`config.mk`:
```
export PLATFORM = sky130hd
export DESIGN_NAME = csync_timing_ctrl
export DESIGN_NICKNAME = d
export VERILOG_FILES = /design/src/rtl/csync_timing_ctrl.sv
export SDC_FILE = /design/constraint.sdc
export NUM_CORES = 1
export LEC_CHECK = 0
export ABC_AREA = 1
export BUFFER_PORTS_ARGS = -buffer_cell sky130_fd_sc_hd__buf_2
export CAP_MARGIN = 20
export CORE_AREA = 3 3 81 83
export DETAILED_ROUTE_END_ITERATION = 8
export DIE_AREA = 0 0 84 86
export PLACE_DENSITY_LB_ADDON = 0.08
export SLEW_MARGIN = 30
export SYNTH_ARGS = -nofsm -noshare
export SYNTH_HDL_FRONTEND = slang
export SYNTH_SLANG_ARGS = --single-unit
```
`constraint.sdc`:
```
create_clock -name clk -period 4.8 [get_ports clk]
set_input_delay 0.96 -clock clk [delete_from_list [all_inputs] [get_ports clk]]
set_output_delay 0.96 -clock clk [all_outputs]
set_load 0.02 [all_outputs]
```
`src/rtl/csync_timing_ctrl.sv`:
```
// Composite-sync timing recovery: separates hsync/vsync, regenerates line starts,
// measures line period and lines per frame, and tracks lock to a stable frame rate.
module csync_timing_ctrl #(
    parameter int unsigned VS_THRESH = 80,
    parameter int unsigned LINE_MAX  = 414,
    parameter int unsigned MIN_LINES = 200,
    parameter int unsigned MAX_LINES = 400
) (
    input  logic       clk,
    input  logic       reset,
    input  logic       ce_2pix,
    input  logic       csync,
    output logic       line_start,
    output logic       frame_start,
    output logic       buf_toggle,
    output logic [9:0] line_cnt,
    output logic [9:0] line_period,
    output logic [9:0] lines_per_frame,
    output logic       pal,
    output logic       locked
);
    localparam logic [7:0] VS_T     = 8'(VS_THRESH);
    localparam logic [9:0] COL_LAST = 10'(LINE_MAX - 1);
    localparam logic [9:0] MIN_L    = 10'(MIN_LINES);
    localparam logic [9:0] MAX_L    = 10'(MAX_LINES);
    localparam logic [9:0] PAL_L    = 10'd288;

    typedef enum logic [1:0] {SEARCH, MEASURE, LOCKED} state_t;

    state_t     state_q, state_d;
    logic       csd_q, csd_d;
    logic [7:0] sync_len_q, sync_len_d;
    logic [9:0] col_cnt_q, col_cnt_d;
    logic [9:0] line_cnt_q, line_cnt_d;
    logic [9:0] line_period_q, line_period_d;
    logic [9:0] lpf_q, lpf_d;
    logic       buf_toggle_q, buf_toggle_d;
    logic       line_start_q, line_start_d;
    logic       frame_start_q, frame_start_d;
    logic       rise, fs, ls;

    always_comb begin
        rise = csync & ~csd_q;
        fs   = ce_2pix & ~csync & (sync_len_q == VS_T);
        // A rising edge ending a vsync is not a line boundary; the column
        // timeout keeps lines flowing through vsync and missing hsyncs.
        ls   = ce_2pix & ((rise & (sync_len_q < VS_T)) | (col_cnt_q == COL_LAST));

        state_d       = state_q;
        csd_d         = csd_q;
        sync_len_d    = sync_len_q;
        col_cnt_d     = col_cnt_q;
        line_cnt_d    = line_cnt_q;
        line_period_d = line_period_q;
        lpf_d         = lpf_q;
        buf_toggle_d  = buf_toggle_q;
        line_start_d  = 1'b0;
        frame_start_d = 1'b0;

        if (ce_2pix) begin
            csd_d         = csync;
            line_start_d  = ls;
            frame_start_d = fs;

            if (csync)
                sync_len_d = '0;
            else if (sync_len_q != '1)
                sync_len_d = sync_len_q + 8'd1;

            if (ls) begin
                col_cnt_d     = '0;
                line_period_d = (col_cnt_q == '1) ? col_cnt_q : col_cnt_q + 10'd1;
                buf_toggle_d  = ~buf_toggle_q;
            end else if (col_cnt_q != '1) begin
                col_cnt_d = col_cnt_q + 10'd1;
            end

            if (fs)
                line_cnt_d = '0;
            else if (ls && line_cnt_q != '1)
                line_cnt_d = line_cnt_q + 10'd1;

            case (state_q)
                SEARCH: if (fs) state_d = MEASURE;
                MEASURE, LOCKED: begin
                    if (fs) begin
                        if (line_cnt_q >= MIN_L && line_cnt_q <= MAX_L) begin
                            state_d = LOCKED;
                            lpf_d   = line_cnt_q;
                        end else begin
                            state_d = SEARCH;
                        end
                    end else if (line_cnt_q > MAX_L) begin
                        state_d = SEARCH;
                    end
                end
                default: state_d = SEARCH;
            endcase
        end
    end

    always_ff @(posedge clk) begin
        if (reset) begin
            state_q       <= SEARCH;
            csd_q         <= 1'b0;
            sync_len_q    <= '0;
            col_cnt_q     <= '0;
            line_cnt_q    <= '0;
            line_period_q <= '0;
            lpf_q         <= '0;
            buf_toggle_q  <= 1'b0;
            line_start_q  <= 1'b0;
            frame_start_q <= 1'b0;
        end else begin
            state_q       <= state_d;
            csd_q         <= csd_d;
            sync_len_q    <= sync_len_d;
            col_cnt_q     <= col_cnt_d;
            line_cnt_q    <= line_cnt_d;
            line_period_q <= line_period_d;
            lpf_q         <= lpf_d;
            buf_toggle_q  <= buf_toggle_d;
            line_start_q  <= line_start_d;
            frame_start_q <= frame_start_d;
        end
    end

    assign line_start      = line_start_q;
    assign frame_start     = frame_start_q;
    assign buf_toggle      = buf_toggle_q;
    assign line_cnt        = line_cnt_q;
    assign line_period     = line_period_q;
    assign lines_per_frame = lpf_q;
    assign pal             = (lpf_q >= PAL_L);
    assign locked          = (state_q == LOCKED);
endmodule

```
==> results.md <==
- Max-cap violations in this run came to 0.
- The post-layout minimum cycle time is about 2.1 ns.
- For this run, asynchronously set or reset flops after synthesis account for 0%.
- The count of input and output buffers is 38.
- Setup total negative slack on the finished layout was measured at 0 ns.
- The clock drives 54 sinks.
- The count of buffers added by post-CTS timing repair for setup is 0.
- Setup repair after global routing left no endpoint under its margin.
- The fraction of layout cells with a size suffix above 1 is 16.60%.
- The normalized max-slew margin is 56.23%.
- The via count of the first global-routing pass is 2604.
- The routed wire length per instance is around 12 um.
- The total global routing track utilization is 19.62%.
- On the final layout, the worst hold slack is 0.4550 ns.
- The overall power consumption is 0.9543 mW.
- Dividing the final minimum period by the clock period gives between 40% and 50%.
- The global placement routability congestion is 0.8668.
- The synthesized design contains between 50 and 60 register bits.
- The placeable core region is 0.005921 mm2.
- The clock power share is 39.6%.
- The number of buffers on the longest clock path is 2.
- For this run, the detailed router's first-pass iteration total came to 4.
- The die covers between 0.007 and 0.008 mm2.
- The destination of the worst hold path is line_period[1].
- After synthesis, the mean cell area works out to about 6.7 um2.
- The antenna diode instance count is 0.
- The main flop type after synthesis is sky130_fd_sc_hd__dfxtp_1.
- Hold repair after CTS inserted 0 buffers.
- The critical path startpoint category is a primary input.
- The share of the yosys chip area belonging to registers is between 30 and 40%.
- At the pin with the least slew margin, the transition time is 0.6558 ns.
- The critical path is of the in -> reg type.
- For this design the ratio of total power to cell area is 287.8 mW/mm2.
- The number of nets with antenna violations after detailed routing is 0.
- Combinational cells account for 9.9% of the total power.
- The master of the slowest instance on the critical path is sky130_fd_sc_hd__nand3_1.
- The maximum vdd ir drop is 0.1178 mV.
- The critical path data required time is a little over 5 ns.
- The internal portion of the total power is between 0.7 and 0.8 mW.
- Counting every instance in the synthesized netlist gives ~440.
- The number of instances on the worst hold path is 2.
- The number of nets handed over by synthesis was 453.
- The count of H-tree levels built during CTS is 2.
- Summing every instance area after synthesis gives 0.002955 mm2.
- After legalization and detailed placement, the total HPWL measured 4918 um.
- In this run the worst path has a maximum fanout of 14.
- The area growth from synthesis to layout is 12.19%.
- The largest stage delay on the critical path is 0.36 ns.
- The number of antenna violations at the first check in global routing is 0.
- The net switching power figure is 0.2381 mW.
- The reg-to-reg endpoint is col_cnt_q[1].
- Data arrives at the worst endpoint at 2.33 ns.
- Once the floorplan was initialized, standard cells occupied around 50% of the core.
- The capturing element type of the critical path is a flip-flop.
- The TritonCTS clock tree is built.
- At the later pin of the worst-skew pair, clock insertion delay measures 0.31 ns.
- For this block, the routed nets add up to 6742 um of wire.
- The pin count of the biggest net entering global routing is 23.
- The via count is around 2800.
- Sorting the synthesized cells by how often they occur yields 100 x sky130_fd_sc_hd__nand2_1, 82 x sky130_fd_sc_hd__nor2_1, 54 x sky130_fd_sc_hd__dfxtp_1.
- The number of hold violations in the final report is 0.
- After clock tree synthesis, the clock-pin slew on the worst setup and hold paths is 0.10 ns.
- The global-route wire length before repair is between 10000 and 15000 um.
- The critical path goes through buf_2 -> inv_2 -> nor2_4 -> nand3_1 -> nand2_1 -> nand2_1 -> a21oi_1.
- In this run, synthesis inferred 0 flip-flops with an integrated enable.
- By instance count, the cell type seen most on the critical path is sky130_fd_sc_hd__nand2_1.
- The number of vias per cell after detailed routing is 5.018.
- Setup violations remaining at the end of the flow were counted as 0.
- The source of the worst hold timing path is line_period[1].
- In this run, placement finished with an instance count of 543.
- The part of the total power dissipated in sequential elements is 50.5%.
- The post-route clock skew is 0.009947 ns.
- The number of placement rows is 28.
- Setup slack on the critical path of the routed design comes to 2.722 ns.
- The Yosys step of the flow raised 0 warnings.
- The dominant cell type by area after synthesis is sky130_fd_sc_hd__dfxtp_1.
- 39 I/O pins were placed.
- The worst setup timing slack at the placement stage is ~2.4 ns.
- In this run the critical register-to-register path is launched from col_cnt_q[0].
- The share of the synthesized area in the top cell type is a little over a third.
- The number of cells on the worst reg-to-reg path is 8.
- The buffer cell driving the clock tree root is sky130_fd_sc_hd__clkbuf_8.
- The fraction of power spent switching nets is 24.95%.
- The CTS buffer count is 5.
- After synthesis, the cell types taking the most area are sky130_fd_sc_hd__dfxtp_1 37%, sky130_fd_sc_hd__nand2_1 13%, sky130_fd_sc_hd__nor2_1 10%.
- The worst reg-to-reg setup slack is 2.88 ns.
- For this run, design rule violations remaining after detail routing come to 0.
- The DRC violation total after the first TritonRoute iteration is roughly 180.
- The path class of the tightest hold or removal check is reg -> reg.
- The flow ran to the end, and the final reports show no timing, DRC or antenna violations.
- From bottom edge to top edge, the die measures 86 um.
- The count of distinct cell types in the synthesized netlist is 31.
- The peak clock frequency supported by timing is 481.1 MHz.
- The finished layout holds roughly 550 standard cells, fillers aside.
- The most common cell in the synthesized netlist is sky130_fd_sc_hd__nand2_1.
- Global routing finished with a remaining overflow of 0.
- The post-layout net count is 487.
- The total leakage power is between 1.5 and 2 nW.
- The count of cells resized by post-cts repair is 0.
- The number of max-slew violations in the final report was 0.
- The x dimension of the die is 84 um.
cells in the final DEF (no fill, tap or decap), drive strengths merged:
cell type / n
xnor2: 3
buf: 38
xor2: 9
nor3b: 1
clkbuf: 6
bufinv: 2
clkinv: 1
nor2: 98
nor3: 7
inv: 50
o31ai: 1
a21oi: 22
o21ai: 26
ha: 8
nand2: 106
nand3: 36
o211ai: 1
dfxtp: 54
nand4: 7
critical path: cells and delay by family:
kind,cells,cell delay (ns)
AO/OA/AOI/OAI,1,0.12
AND/OR/NAND/NOR,4,0.90
buffers and inverters,2,0.34
cells by family (layout without fill, tap and decap cells):
kind of cell,count (synthesis),after routing,share of synthesized area (%)
adder cells (fa/ha/maj),8,8,3.387
AO/OA/AOI/OAI,50,50,8.764
XOR/XNOR,12,12,3.557
buffers and inverters,62,97,8.848
flip-flops,54,54,36.58
AND/OR/NAND/NOR,255,255,38.87
per-stage QoR:
stage | util [%] | area (um2)
global route | 56.00 | 3316
CTS | 56.00 | 3316
detailed placement | 53.59 | 3173
floorplan | - | 2955
global placement | 53.59 | 3173
finish | 56.00 | 3316
area by class of cell:
class                      instances  area, um2
fill                             605       2605
multi-input combinational        325       1613
sequential                        54       1081
inverter                          51      195.2
timing repair buffer              38      190.2
tap                               75      93.84
clock buffer                       6      82.58
clock inverter                     2      60.06
sequential cells by signal (all words and copies together) (netlist names):
signal / flops
csd_q: 1
line_period: 10
buf_toggle: 1
line_cnt: 10
frame_start: 1
line_start: 1
lines_per_frame: 10
col_cnt_q: 10
sync_len_q: 8
state_q: 2
worst max-delay path by stage:
stage,startpoint,endpoint,slack (ns),cells after the start
2_1_floorplan,ce_2pix,line_cnt[2],2.93,5
3_3_place_gp,ce_2pix,line_cnt[3],2.45,7
3_5_place_dp,ce_2pix,line_cnt[4],2.38,7
4_1_cts,ce_2pix,line_cnt[4],2.73,7
5_1_grt,ce_2pix,line_cnt[4],2.52,7
6_report,ce_2pix,line_cnt[4],2.72,7
power groups by stage:
stage	Combinational, mW	Sequential (mW)	Clock (mW)
2_1_floorplan	0.0617	0.499	0
3_3_place_gp	0.0938	0.492	0
3_5_place_dp	0.0943	0.492	0
4_1_cts	0.0950	0.482	0.387
5_1_grt	0.107	0.485	0.401
6_report	0.0947	0.482	0.377
per-layer routing:
layer	vias to the layer above	track usage [%]	routed length, um	part of all wire (%)
li1	1457	-	-	-
met1	1212	26.16	3407	51
met2	85	31.38	2881	43
met3	11	3.746	335	5.0
met4	0	7.895	117	1.7
met5	-	0	0	0
Note: power is estimated with default switching activity, not from simulation.
